### config.mk
export PLATFORM = sky130hd
export DESIGN_NAME = io_timer_irq_flat
export DESIGN_NICKNAME = d
export VERILOG_FILES = /design/src/rtl/io_timer_pkg.sv /design/src/rtl/io_timer_if.sv /design/src/rtl/io_timer_presc.sv /design/src/rtl/io_timer_irq.sv /design/src/flat_wrapper.sv
export SDC_FILE = /design/constraint.sdc
export NUM_CORES = 1
export LEC_CHECK = 0
export ABC_AREA = 1
export CAP_MARGIN = 40
export CORE_MARGIN = 4
export CORE_UTILIZATION = 35
export CTS_CLUSTER_SIZE = 28
export DETAILED_ROUTE_END_ITERATION = 10
export DONT_BUFFER_PORTS = 1
export GPL_ROUTABILITY_DRIVEN = 0
export PLACE_DENSITY = 0.57
export SKIP_LAST_GASP = 1
export SLEW_MARGIN = 20
export SYNTH_ARGS = -nofsm -noshare
export SYNTH_HDL_FRONTEND = slang
export SYNTH_HIERARCHICAL = 1
export SYNTH_SLANG_ARGS = --single-unit
export TNS_END_PERCENT = 10
### constraint.sdc
create_clock -name clk_i -period 2.3 [get_ports clk_i]
set_input_delay 0.345 -clock clk_i [delete_from_list [all_inputs] [get_ports clk_i]]
set_output_delay 0.345 -clock clk_i [all_outputs]
set_load 0.005 [all_outputs]
### src/rtl/io_timer_pkg.sv
// io_timer_pkg: register offsets, control/status bit positions and timer state type
package io_timer_pkg;
  localparam logic [2:0] OFS_CTRL    = 3'd0;
  localparam logic [2:0] OFS_PRESC   = 3'd1;
  localparam logic [2:0] OFS_RLD_LO  = 3'd2;
  localparam logic [2:0] OFS_RLD_HI  = 3'd3;
  localparam logic [2:0] OFS_SNAP    = 3'd4;
  localparam logic [2:0] OFS_SNAP_HI = 3'd5;
  localparam logic [2:0] OFS_CMP     = 3'd6;
  localparam logic [2:0] OFS_STAT    = 3'd7;
  localparam int CTRL_EN   = 0;
  localparam int CTRL_AUTO = 1;
  localparam int CTRL_IE   = 2;
  localparam int STAT_TF   = 0;
  localparam int STAT_OVR  = 1;
  typedef enum logic {IDLE, RUN} timer_state_t;
endpackage

### src/rtl/io_timer_if.sv
// io_timer_if: core port bus (address, write data, write strobe, registered read data)
interface io_timer_if;
  logic [7:0] addr;
  logic [7:0] wdata;
  logic       we;
  logic [7:0] rdata;
  modport master (output addr, wdata, we, input rdata);
  modport slave  (input addr, wdata, we, output rdata);
endinterface

### src/rtl/io_timer_presc.sv
// io_timer_presc: 8-bit prescaler emitting a one-cycle tick every div+1 enabled clocks
module io_timer_presc (
  input  logic       clk_i,
  input  logic       rst_i,
  input  logic       clr_i,
  input  logic       en_i,
  input  logic [7:0] div_i,
  output logic       tick_o
);
  logic [7:0] cnt_q, cnt_d, div_q, div_d;
  logic       wrap;
  assign wrap   = en_i && cnt_q == div_q;
  assign tick_o = wrap;
  // divisor is sampled only on clear or wrap so a PRESC change never disturbs the running period
  always_comb begin
    cnt_d = clr_i ? 8'd0 : wrap ? 8'd0 : en_i ? cnt_q + 8'd1 : cnt_q;
    div_d = (clr_i || wrap) ? div_i : div_q;
  end
  // counter and latched divisor registers
  always_ff @(posedge clk_i) begin
    if (rst_i) begin
      cnt_q <= 8'd0;
      div_q <= 8'd0;
    end else begin
      cnt_q <= cnt_d;
      div_q <= div_d;
    end
  end
endmodule

### src/rtl/io_timer_irq.sv
// io_timer_irq: port-bus 16-bit down-counter timer with irq; optional PWM via IO_TIMER_PWM_EN
module io_timer_irq
  import io_timer_pkg::*;
#(
  parameter logic [7:0]  BASE_ADDR  = 8'h10,
  parameter logic [15:0] RST_RELOAD = 16'hFFFF
) (
  input  logic       clk_i,
  input  logic       rst_i,
  io_timer_if.slave  io,
  output logic       irq_o,
  output logic       pwm_o
);
  timer_state_t state_q, state_d;
  logic [2:0]  ctrl_q, ctrl_d;
  logic [7:0]  presc_q, presc_d;
  logic [15:0] reload_q, reload_d, count_q, count_d, snap_q, snap_d;
  logic        tf_q, tf_d, ovr_q, ovr_d, irq_q;
  logic [7:0]  rdata_q, rd;
  logic        sel, wr, tick, clr, timeout, clr_tf, clr_ovr;
  logic [2:0]  ofs;
`ifdef IO_TIMER_PWM_EN
  logic [7:0]  cmp_q;
  logic        pwm_q;
`endif
  assign sel     = io.addr[7:3] == BASE_ADDR[7:3];
  assign wr      = sel && io.we;
  assign ofs     = io.addr[2:0];
  assign timeout = state_q == RUN && tick && count_q == 16'd0;
  assign clr_tf  = wr && ofs == OFS_STAT && io.wdata[STAT_TF];
  assign clr_ovr = wr && ofs == OFS_STAT && io.wdata[STAT_OVR];
  assign io.rdata = rdata_q;
  assign irq_o    = irq_q;
  io_timer_presc u_presc (
    .clk_i  (clk_i),
    .rst_i  (rst_i),
    .clr_i  (clr),
    .en_i   (state_q == RUN),
    .div_i  (presc_q),
    .tick_o (tick)
  );
  // timer FSM, counter and register-file next state; bus writes override the timer's own updates
  always_comb begin
    state_d  = state_q;
    ctrl_d   = ctrl_q;
    count_d  = count_q;
    clr      = 1'b0;
    presc_d  = wr && ofs == OFS_PRESC  ? io.wdata : presc_q;
    reload_d = wr && ofs == OFS_RLD_LO ? {reload_q[15:8], io.wdata} :
               wr && ofs == OFS_RLD_HI ? {io.wdata, reload_q[7:0]} : reload_q;
    snap_d   = wr && ofs == OFS_SNAP ? count_q : snap_q;
    if (state_q == RUN && tick)
      count_d = count_q != 16'd0 ? count_q - 16'd1 : ctrl_q[CTRL_AUTO] ? reload_q : count_q;
    if (timeout && !ctrl_q[CTRL_AUTO]) begin
      ctrl_d[CTRL_EN] = 1'b0;
      state_d = IDLE;
    end
    if (wr && ofs == OFS_CTRL) begin
      ctrl_d  = io.wdata[2:0];
      state_d = io.wdata[CTRL_EN] ? RUN : IDLE;
      clr     = io.wdata[CTRL_EN] && state_q == IDLE;
      count_d = !io.wdata[CTRL_EN] ? count_q : clr ? reload_q : count_d;
    end
    tf_d  = timeout | (tf_q & ~clr_tf);
    ovr_d = (ovr_q & ~clr_ovr) | (timeout & tf_q & ~clr_tf);
  end
  // read mux; anything not addressed returns zero for the OR-combined read bus
  always_comb begin
    rd = 8'h00;
    case (ofs)
      OFS_CTRL:    rd = {5'd0, ctrl_q};
      OFS_PRESC:   rd = presc_q;
      OFS_RLD_LO:  rd = reload_q[7:0];
      OFS_RLD_HI:  rd = reload_q[15:8];
      OFS_SNAP:    rd = snap_q[7:0];
      OFS_SNAP_HI: rd = snap_q[15:8];
`ifdef IO_TIMER_PWM_EN
      OFS_CMP:     rd = cmp_q;
`else
      OFS_CMP:     rd = 8'h00;
`endif
      OFS_STAT:    rd = {6'd0, ovr_q, tf_q};
    endcase
  end
  // state, registers, read data and irq flops
  always_ff @(posedge clk_i) begin
    if (rst_i) begin
      state_q  <= IDLE;
      ctrl_q   <= 3'd0;
      presc_q  <= 8'd0;
      reload_q <= RST_RELOAD;
      count_q  <= 16'd0;
      snap_q   <= 16'd0;
      tf_q     <= 1'b0;
      ovr_q    <= 1'b0;
      irq_q    <= 1'b0;
      rdata_q  <= 8'h00;
    end else begin
      state_q  <= state_d;
      ctrl_q   <= ctrl_d;
      presc_q  <= presc_d;
      reload_q <= reload_d;
      count_q  <= count_d;
      snap_q   <= snap_d;
      tf_q     <= tf_d;
      ovr_q    <= ovr_d;
      irq_q    <= tf_q & ctrl_q[CTRL_IE];
      rdata_q  <= sel ? rd : 8'h00;
    end
  end
`ifdef IO_TIMER_PWM_EN
  // compare register and PWM output, high while the low count byte is below CMP
  always_ff @(posedge clk_i) begin
    if (rst_i) begin
      cmp_q <= 8'd0;
      pwm_q <= 1'b0;
    end else begin
      cmp_q <= wr && ofs == OFS_CMP ? io.wdata : cmp_q;
      pwm_q <= ctrl_q[CTRL_EN] && count_q[7:0] < cmp_q;
    end
  end
  assign pwm_o = pwm_q;
`else
  assign pwm_o = 1'b0;
`endif
endmodule

### src/flat_wrapper.sv
// flat-port wrapper written by rule: the top's interface ports become plain ports
module io_timer_irq_flat import io_timer_pkg::*;
#(
  parameter logic [7:0]  BASE_ADDR  = 8'h10,
  parameter logic [15:0] RST_RELOAD = 16'hFFFF
)
  (clk_i, rst_i, irq_o, pwm_o, io_addr, io_wdata, io_we, io_rdata);
  io_timer_if io_i ();
  input  logic clk_i;
  input  logic rst_i;
  output logic irq_o;
  output logic pwm_o;
  input wire logic [$bits(io_i.addr)-1:0] io_addr;
  input wire logic [$bits(io_i.wdata)-1:0] io_wdata;
  input wire logic [$bits(io_i.we)-1:0] io_we;
  output wire logic [$bits(io_i.rdata)-1:0] io_rdata;
  assign io_i.addr = io_addr;
  assign io_i.wdata = io_wdata;
  assign io_i.we = io_we;
  assign io_rdata = io_i.rdata;
  io_timer_irq #(.BASE_ADDR(BASE_ADDR), .RST_RELOAD(RST_RELOAD)) u_core (.clk_i(clk_i), .rst_i(rst_i), .io(io_i), .irq_o(irq_o), .pwm_o(pwm_o));
endmodule
==> flow_summary_export.csv <==
group,metric,value,unit
pwr,power,3.00,mW
floorplan,dieWidth,125,um
grt,grt_pass1_wl,22800,um
critical_path,critPathKind,"flop to flop",
timing,setup_viol,0,
yosys,yosysTopAreaCellShare,35.8,%
floorplan,core,0.0133,mm^2
cts,cts-buffers-inserted,9,
timing,rsz0062_at_grt,"false",
cts,path_clk_slew,0.06,ns
cts,root_buffer,"clkbuf_16",
place,portBuffers,0,
cts,cts_tree,"built",
yosys,synth_flop_cell,"dfxtp_1",
yosys,synth_cells,734,
cts,ctsHoldBuffers,0,
place,dp_hpwl,10400,um
floorplan,die_area,0.0157,mm^2
routing,drt_first_pass_iters,5,
final_layout,drive_gt1_share,8.16,%
timing,finalHoldViolCount,0,
routing,num_vias,4618,
cts,worstSkewPairLatency,0.35,ns
final_layout,utilization,39.1,%
routing,antenna_left,0,
grt,grt_usage,18.0,%
yosys,synthTopCellsByArea,"dfxtp_1, nand2_1, inv_1",
min_path,hold_end,"u_core/tf_q",
timing,final.setup_skew,0.00643,ns
floorplan,start_util,36.0,%
grt,grt_remaining_overflow,0,
grt,grt_max_degree,46,
timing,fin_crit_sh,89.3,%
timing,finalSetupTns,0,ns
timing,post-route-min-period,2.05,ns
final_layout,final_cell_mix,"nand2_1, dfxtp_1, inv_1, nor2_1, o21ai_0",
min_path,worstHoldStart,"rst_i",
timing,worst_pin_slew,0.636,ns
routing,drtIter0Drc,451,
cts,cts.htree.levels,3,
grt,antenna_found_initial,0,
min_path,worstHoldPathType,"primary input to flop",
critical_path,crit_required,2.54,ns
final_layout,nets,754,
grt,first_global_vias,4418,
yosys,synth_nets,756,
run,cap_viol_max_count,0,
yosys,synth_warnings,6,
routing,drc,0,
yosys,synth-seq-cells,86,
routing,totalWireLength,13800,um
critical_path,crit_fanout,18,
floorplan,num_rows,42,
final_layout,fill_cells,1437,
yosys,synthDistinctLibCells,40,
timing,max_freq,487,MHz
pwr,ir_worst_vdd,329,uV
yosys,netlist_area,0.00481,mm^2
critical_path,crit_path_end_kind,"flop",
yosys,syn_area_per_cell,6.55,um^2
floorplan,ioPinCount,29,
critical_path,crit_arrival,2.29,ns
pwr,power_leakage,2.32,nW
yosys,synth_edf_count,0,
critical_path,reg2reg_depth,11,
floorplan,die_h,125,um
yosys,yosysTopAreaCell,"dfxtp_1",
final_layout,mostFrequentLayoutCell,"nand2_1",
final_layout,multi_input_area,0.00261,mm^2
critical_path,reg2reg_slack,0.25,ns
critical_path,startpoint_type,"flop",
pwr,power.density,574,mW/mm^2
cts,clock-sinks,86,
critical_path,timing.rr.start,"u_core/state_q",
routing,via_per_inst,5.07,
final_layout,diodes,0,
critical_path,r2r_end,"u_core/count_q[11]",
cts,cts_buffer_depth,2,
yosys,ys_seq_area_share,35.8,%
timing,timing.final.max_slew_violations,0,
cts,cts_setup_buffers,0,
min_path,hold_depth,1,
final_layout,synthToLayoutAreaGrowth,8.67,%
routing,wl_per_cell,15.2,um
cts,cts_resized,0,
timing,maxSlewHeadroom,57.5,%
final_layout,regArea,0.00172,mm^2
outcome,status,"completed",
yosys,async_reset_ff_share,0,%
==> cells in the mapped netlist (all sizes together) (7+ instances only) <==
cell	n
nand2	216
nor2	94
inv	89
dfxtp	86
o21ai	59
nand3	57
a21oi	55
o211ai	16
buf	12
nand4	9
xor2	8
clkbuf	7
==> report_power, final <==
group	internal, mW	switching, mW	leakage, nW	total, mW
Clock	0.807	0.590	0.138	1.40
Sequential	1.49	0.00262	0.693	1.49
Combinational	0.0279	0.0793	1.49	0.107
Total	2.33	0.671	2.32	3.00
==> worst max-delay path, stage by stage, from the launching register on <==
cell and delay (ns):
dfxtp_1 0.55, inv_2 0.10, a21oi_1 0.13, nand4_1 0.10
nor2_1 0.18, nand2_1 0.13, clkinv_1 0.35, o21ai_0 0.17
inv_1 0.08, nand2_1 0.06, nand2_1 0.06, nand2_1 0.04
==> area by class of cell <==
| cell class | instances | share of cell area, % |
|---|---|---|
| multi-input cells | 535 | 49.9 |
| inverters | 94 | 6.85 |
| well taps | 176 | 4.21 |
| flip-flops and latches | 86 | 33.0 |
| clock inverters | 1 | 0.0958 |
| repair buffers | 6 | 0.862 |
| clock buffers | 13 | 5.17 |
==> metrics by stage <==
step	setup slack, ns	instances	hold slack (ns)	area [um^2]
after floorplan	0.621	734	0.414	4810
after global placement	0.336	897	0.419	4950
after detailed placement	0.309	897	0.420	4950
after CTS	0.296	911	0.0463	5230
after global routing	0.0113	911	0.0422	5230
final	0.247	911	0.0623	5230
==> sequential cells by signal (all words and copies together) (netlist names) <==
register	flops
u_core/io.rdata	8
u_core/ovr_q	1
u_core/u_presc/cnt_q	8
u_core/reload_q	16
u_core/tf_q	1
u_core/count_q	16
u_core/ctrl_q	2
u_core/irq_o	1
u_core/presc_q	8
u_core/snap_q	16
u_core/u_presc/div_q	8
u_core/state_q	1
==> logic make-up (layout without fill, tap and decap cells) <==
logic type	count (synthesis)	in the layout	synth area share, %
and+or+nand+nor	380	380	35.4
AOI/OAI and AO/OA	142	142	16.3
buffers and inverters	113	114	10.0
DFF	86	86	35.8
xor gates and xnor gates	9	9	1.64
adders and majority gates	3	3	0.781
other	1	1	0.0780
==> routing by layer <==
layer | part of all wire, % | track usage (%) | up-vias
li1 | - | - | 2361
met2 | 47 | 29.5 | 120
met3 | 4.6 | 3.11 | 26
met4 | 2.8 | 7.84 | 0
met5 | 0 | 0 | -
met1 | 46 | 23.3 | 2111
==> how the worst max path moves through the flow <==
stage / from / end / slack, ns / depth (start not counted)
finish: u_core/state_q / u_core/count_q[11] / 0.25 / 11
detailed placement: u_core/state_q / u_core/count_q[11] / 0.31 / 11
CTS: u_core/state_q / u_core/count_q[11] / 0.30 / 11
global route: u_core/u_presc/cnt_q[1] / u_core/count_q[8] / 0.01 / 13
global placement: u_core/state_q / u_core/count_q[11] / 0.34 / 11
floorplan: io_addr[6] / u_core/u_presc/div_q[0] / 0.62 / 10
No activity file was read; power rests on OpenSTA's default activity.
